--- src/rtl/enigma_keyer.sv ---
// Typist front end for the enigma core: ASCII in, key release/press waveform out,
// lamp sampled at the end of the press and returned as an ASCII character.
//
// state   | meaning
// IDLE    | ready for the next character, key released
// RELEASE | key held at IDLE_CODE so the core sees a fresh press
// PRESS   | letter code on key_bits, lamp sampled on the last cycle
// EMIT    | out_char presented until the consumer takes it
module enigma_keyer #(
    parameter int          RELEASE_CYC    = 1,
    parameter int          PRESS_CYC      = 1,
    parameter int          PASS_NONLETTER = 1,
    parameter logic [4:0]  IDLE_CODE      = 5'd31
) (
    input  logic        clk,
    input  logic        restart,
    input  logic [7:0]  in_char,
    input  logic        in_valid,
    output logic        in_ready,
    output logic [4:0]  key_bits,
    input  logic [4:0]  lamp_bits,
    output logic [7:0]  out_char,
    output logic        out_valid,
    input  logic        out_ready,
    output logic        busy,
    output logic        err_lamp,
    output logic [15:0] char_count
);

    typedef enum logic [1:0] {
        S_IDLE,
        S_RELEASE,
        S_PRESS,
        S_EMIT
    } state_t;

    state_t      state_q, state_d;
    logic [15:0] timer_q, timer_d;
    logic [4:0]  code_q, code_d;
    logic [4:0]  key_q, key_d;
    logic [7:0]  out_char_q, out_char_d;
    logic        err_q, err_d;
    logic [15:0] count_q, count_d;

    logic is_upper;
    logic is_lower;

    assign is_upper = (in_char >= 8'h41) && (in_char <= 8'h5A);
    assign is_lower = (in_char >= 8'h61) && (in_char <= 8'h7A);

    always_comb begin
        state_d    = state_q;
        timer_d    = timer_q;
        code_d     = code_q;
        key_d      = key_q;
        out_char_d = out_char_q;
        err_d      = err_q;
        count_d    = count_q;

        case (state_q)
            S_IDLE: begin
                if (in_valid) begin
                    if (is_upper || is_lower) begin
                        code_d  = is_upper ? 5'(in_char - 8'h41) : 5'(in_char - 8'h61);
                        timer_d = 16'(RELEASE_CYC - 1);
                        state_d = S_RELEASE;
                    end else if (PASS_NONLETTER != 0) begin
                        out_char_d = in_char;
                        state_d    = S_EMIT;
                    end
                end
            end
            S_RELEASE: begin
                if (timer_q == 16'd0) begin
                    key_d   = code_q;
                    timer_d = 16'(PRESS_CYC - 1);
                    state_d = S_PRESS;
                end else begin
                    timer_d = timer_q - 16'd1;
                end
            end
            S_PRESS: begin
                if (timer_q == 16'd0) begin
                    // Out-of-range lamp is reported as '?' and latched as an error.
                    if (lamp_bits <= 5'd25) begin
                        out_char_d = 8'h41 + {3'b000, lamp_bits};
                    end else begin
                        out_char_d = 8'h3F;
                        err_d      = 1'b1;
                    end
                    count_d = count_q + 16'd1;
                    key_d   = IDLE_CODE;
                    state_d = S_EMIT;
                end else begin
                    timer_d = timer_q - 16'd1;
                end
            end
            S_EMIT: begin
                if (out_ready) begin
                    state_d = S_IDLE;
                end
            end
            default: begin
                key_d   = IDLE_CODE;
                state_d = S_IDLE;
            end
        endcase
    end

    always_ff @(posedge clk) begin
        if (restart) begin
            state_q    <= S_IDLE;
            timer_q    <= 16'd0;
            code_q     <= 5'd0;
            key_q      <= IDLE_CODE;
            out_char_q <= 8'd0;
            err_q      <= 1'b0;
            count_q    <= 16'd0;
        end else begin
            state_q    <= state_d;
            timer_q    <= timer_d;
            code_q     <= code_d;
            key_q      <= key_d;
            out_char_q <= out_char_d;
            err_q      <= err_d;
            count_q    <= count_d;
        end
    end

    assign in_ready   = (state_q == S_IDLE) && !restart;
    assign busy       = (state_q != S_IDLE);
    assign out_valid  = (state_q == S_EMIT);
    assign key_bits   = key_q;
    assign out_char   = out_char_q;
    assign err_lamp   = err_q;
    assign char_count = count_q;

endmodule

--- config.mk ---
export PLATFORM = sky130hd
export DESIGN_NAME = enigma_keyer
export DESIGN_NICKNAME = d
export VERILOG_FILES = /design/src/rtl/enigma_keyer.sv
export SDC_FILE = /design/constraint.sdc
export NUM_CORES = 1
export LEC_CHECK = 0
export ABC_AREA = 1
export BUFFER_PORTS_ARGS = -buffer_cell sky130_fd_sc_hd__buf_4
export CAP_MARGIN = 10
export CORE_MARGIN = 8
export CORE_UTILIZATION = 25
export CTS_CLUSTER_SIZE = 12
export DETAILED_ROUTE_END_ITERATION = 10
export SLEW_MARGIN = 20
export SYNTH_ARGS = -nofsm -noshare
export SYNTH_HDL_FRONTEND = slang
export SYNTH_SLANG_ARGS = --single-unit
--- constraint.sdc ---
create_clock -name clk -period 2.4 [get_ports clk]
set_input_delay 0.48 -clock clk [delete_from_list [all_inputs] [get_ports clk]]
set_output_delay 0.48 -clock clk [all_outputs]
set_load 0.02 [all_outputs]
==> metrics.txt <==
# TYPE chip_impl_metric gauge
chip_impl_info{name="yosysTopAreaCell",value="dfxtp_1"} 1
chip_impl_info{name="timing.critical_path.from_type",value="flop"} 1
chip_impl_metric{name="die_area",unit="sq mm"} 0.0158
chip_impl_metric{name="drt_first_pass_iters",unit=""} 4
chip_impl_info{name="cp_cell_sequence",value="inv_1 -> ha_1 -> inv_2 -> nor2_1 -> nor2_1 -> nand2_1 -> nor2_2 -> buf_4 -> nand3_1 -> a21oi_1"} 1
chip_impl_metric{name="grt_antenna_before_repair",unit=""} 0
chip_impl_info{name="slowest_stage",value="dfxtp_1"} 1
chip_impl_info{name="cp_common_cell",value="nor2_1"} 1
chip_impl_metric{name="gp_congestion",unit=""} 0.859
chip_impl_metric{name="syn_inst",unit=""} 450
chip_impl_metric{name="placement_rows",unit=""} 40
chip_impl_metric{name="postSynthAreaPerCell",unit="sq um"} 6.70
chip_impl_metric{name="ys_ff_latch",unit=""} 53
chip_impl_info{name="hold_path_class",value="flop to flop"} 1
chip_impl_metric{name="synth_xor_xnor_area_share",unit="%"} 5.52
chip_impl_metric{name="viasPerCell",unit=""} 4.46
chip_impl_metric{name="cts_hold_buffers",unit=""} 0
chip_impl_metric{name="drive_above_1_share",unit="%"} 15.6
chip_impl_metric{name="top_level_ports",unit=""} 50
chip_impl_metric{name="power.static_leakage",unit="nW"} 1.61
chip_impl_metric{name="finalSetupViolations",unit=""} 0
chip_impl_metric{name="worst_ir_drop_vdd",unit="uV"} 528
chip_impl_metric{name="post_cts_buffers",unit=""} 0
chip_impl_metric{name="fp.coreArea",unit="sq mm"} 0.0119
chip_impl_metric{name="final_hold_viol_count",unit=""} 0
chip_impl_metric{name="via_count_of_the_first_global_routing_pass",unit=""} 2807
chip_impl_metric{name="grt_util_all_layers",unit="%"} 9.59
chip_impl_metric{name="width_of_the_die",unit="microns"} 126
chip_impl_metric{name="finalNetCount",unit=""} 529
chip_impl_metric{name="clock_sink_count",unit=""} 53
chip_impl_metric{name="drcViolationCount",unit=""} 0
chip_impl_metric{name="synth_fa_ha_area_share",unit="%"} 4.98
chip_impl_metric{name="highest_clock_rate",unit="MHz"} 502
chip_impl_metric{name="clk_pin_slew_worst_paths",unit="ns"} 0.07
chip_impl_metric{name="yosysWarnings",unit=""} 0
chip_impl_metric{name="ys_types",unit=""} 30
chip_impl_metric{name="slew_headroom",unit="%"} 70.4
chip_impl_metric{name="floorplan.initialDensity",unit="%"} 25.3
chip_impl_metric{name="critPathRequiredTime",unit="ns"} 2.61
chip_impl_metric{name="drt-initial-drc-count",unit=""} 138
chip_impl_metric{name="tritoncts.num_buffers",unit=""} 5
chip_impl_info{name="run_status",value="finished, final reports clean"} 1
chip_impl_metric{name="mappedNetlistArea",unit="sq mm"} 0.00301
chip_impl_metric{name="numPortBuffers",unit=""} 49
chip_impl_metric{name="finalMaxSlewViolations",unit=""} 0
chip_impl_metric{name="critical_path.max_fanout",unit=""} 11
chip_impl_info{name="cts_root_buf",value="clkbuf_16"} 1
chip_impl_metric{name="synth_sequential_area_ratio",unit="%"} 35.2
chip_impl_info{name="largest_family_of_logic_cells_by_synthesized_area",value="simple AND/OR/NAND/NOR gates"} 1
chip_impl_metric{name="power_density",unit="mW/mm^2"} 1170
chip_impl_metric{name="simple_gate_share_of_the_synthesized_area",unit="%"} 33.6
chip_impl_metric{name="n_antenna_cell",unit=""} 0
chip_impl_info{name="path_delay_family",value="simple AND/OR/NAND/NOR gates"} 1
chip_impl_metric{name="fin_setup_tns",unit="ns"} 0
chip_impl_metric{name="cts_resized",unit=""} 0
chip_impl_info{name="setup.worst_path.class",value="flop to flop"} 1
chip_impl_metric{name="final.period_utilization",unit="%"} 83.0
chip_impl_metric{name="skew",unit="ns"} 0.00870
chip_impl_metric{name="global_route.overflow_total",unit=""} 0
chip_impl_info{name="clock_tree_from_tritoncts",value="built"} 1
chip_impl_info{name="crit_path_end_kind",value="flop"} 1
chip_impl_info{name="grt_setup_unrepaired",value="no"} 1
chip_impl_metric{name="num_vias",unit=""} 2885
chip_impl_metric{name="final_antenna_net_count",unit=""} 0
chip_impl_metric{name="grt_pass1_wl",unit="microns"} 12800
chip_impl_metric{name="synthToLayoutAreaGrowth",unit="%"} 22.1
chip_impl_metric{name="crit_path_max_incr_delay",unit="ns"} 0.41
chip_impl_metric{name="synth_compound_area_share",unit="%"} 11.9
chip_impl_metric{name="clk_path_buf_depth",unit=""} 2
chip_impl_metric{name="detail_route.wirelength",unit="microns"} 7490
chip_impl_metric{name="dp_hpwl",unit="microns"} 5920
chip_impl_metric{name="synth_nets",unit=""} 479
chip_impl_metric{name="synthMuxAreaShare",unit="%"} 0
chip_impl_info{name="synth.top_cells.by_area",value="dfxtp_1 (35%), nor2_1 (11%), nand2_1 (10%)"} 1
chip_impl_metric{name="fin_crit",unit="ns"} 1.99
chip_impl_metric{name="max_cap_violations",unit=""} 0
chip_impl_metric{name="maximum_number_of_pins_on_one_net_before_global_route_repair",unit=""} 24
chip_impl_metric{name="worst_ep_arrival",unit="ns"} 2.20
chip_impl_metric{name="wl_per_cell",unit="microns"} 11.6
chip_impl_metric{name="timing_worst_slew_pin_value",unit="ns"} 0.440
chip_impl_metric{name="yosysTopAreaCellShare",unit="%"} 35.2
chip_impl_metric{name="worstSkewPairLatency",unit="ns"} 0.29
chip_impl_metric{name="cp.buffers_inverters",unit=""} 3
chip_impl_metric{name="die_y",unit="microns"} 126
chip_impl_metric{name="power",unit="mW"} 4.32
chip_impl_metric{name="htree_levels",unit=""} 2
[through the flow]
stage          setup WS [ns]  util [%]  std cells  hold slack [ns]  cell area, sq um
2_1_floorplan          0.632         -        450            0.430              3010
3_3_place_gp           0.387      29.7        640            0.453              3540
3_5_place_dp           0.279      29.7        640            0.454              3540
4_1_cts                0.418      30.9        647            0.464              3680
5_1_grt                0.183      30.9        647            0.494              3680
6_report               0.407      30.9        647            0.459              3680
[placed cells by master, fill, tap and decap left out, drive strengths merged, types with 2 or more instances in the layout]
cell | Yosys | routed
ha | 12 | 12
nand3 | 33 | 33
xor2 | 12 | 12
a21oi | 32 | 32
xnor2 | 7 | 7
dfxtp | 53 | 53
inv | 54 | 55
nand2 | 85 | 85
a22oi | 4 | 4
nor3 | 8 | 8
o211ai | 3 | 3
o21ai | 26 | 26
nor3b | 2 | 2
buf | 5 | 54
nand4 | 7 | 7
nor2 | 98 | 98
clkbuf | 6 | 5
[registers in the layout (all words and copies together) (netlist names)]
register / count
char_count: 16
key_bits: 5
state_q: 2
err_lamp: 1
out_char: 8
timer_q: 16
code_q: 5
[worst reg2reg max path, delay by kind of cell, from the launching register on]
family	cells	cell delay, ns
simple gates	5	0.71
buf+inv	3	0.42
flops	1	0.41
fa+ha+maj	1	0.24
compound gates	1	0.14
[per-layer routing]
layer | wire (microns) | share of wire, % | vias to the layer above | global-route usage (%)
li1 | - | - | 1535 | -
met1 | 3670 | 49 | 1291 | 12.3
met2 | 3460 | 46 | 51 | 15.8
met3 | 278 | 3.7 | 8 | 2.36
met4 | 82 | 1.1 | 0 | 2.34
met5 | 0 | 0 | - | 0
[cell usage after synthesis]
master / number
nand2_2: 2
nor3b_1: 2
nand2_1: 83
nor2_4: 1
inv_2: 4
nand3_2: 1
buf_2: 2
nor2_1: 91
xnor2_1: 7
o21bai_1: 1
nand3_1: 31
xor2_1: 12
nand3_4: 1
a21oi_1: 32
dfxtp_1: 53
nor3_2: 1
buf_4: 1
a211oi_1: 1
o211ai_1: 3
a22oi_1: 4
and3_1: 1
o21ai_0: 26
buf_6: 2
nand4_1: 6
nand4_2: 1
inv_1: 50
ha_1: 12
nor3_1: 7
nor2_2: 6
clkbuf_1: 6
[where the power goes]
group | internal, mW | switching, mW
Clock | 0.383 | 0.320
Sequential | 1.08 | 0.159
Combinational | 0.834 | 1.54
Total | 2.30 | 2.02
[final timing paths]
path | from | endpoint | slack, ns | cells after the start
min reg2reg | code_q[1] | code_q[1] | 0.46 | 2
max reg2reg | state_q[0] | timer_q[1] | 0.41 | 10
max | state_q[0] | timer_q[1] | 0.41 | 10
min | code_q[1] | code_q[1] | 0.46 | 2
[layout make-up]
| type | count | area [sq um] |
|---|---|---|
| multi-input combinational | 332 | 1690 |
| clock inverter | 2 | 13.8 |
| fill | 1324 | 8230 |
| sequential | 53 | 1060 |
| tap | 147 | 184 |
| clock buffer | 5 | 125 |
| inverter | 54 | 203 |
| timing repair buffer | 54 | 405 |
[cells by family (layout without fill, tap and decap cells)]
family / Yosys count / after routing
and+or+nand+nor: 234 / 234
buffers and inverters: 65 / 115
adders and majority gates: 12 / 12
AOI/OAI and AO/OA: 67 / 67
xor gates and xnor gates: 19 / 19
DFF: 53 / 53
Note: power is estimated with default switching activity, not from simulation.
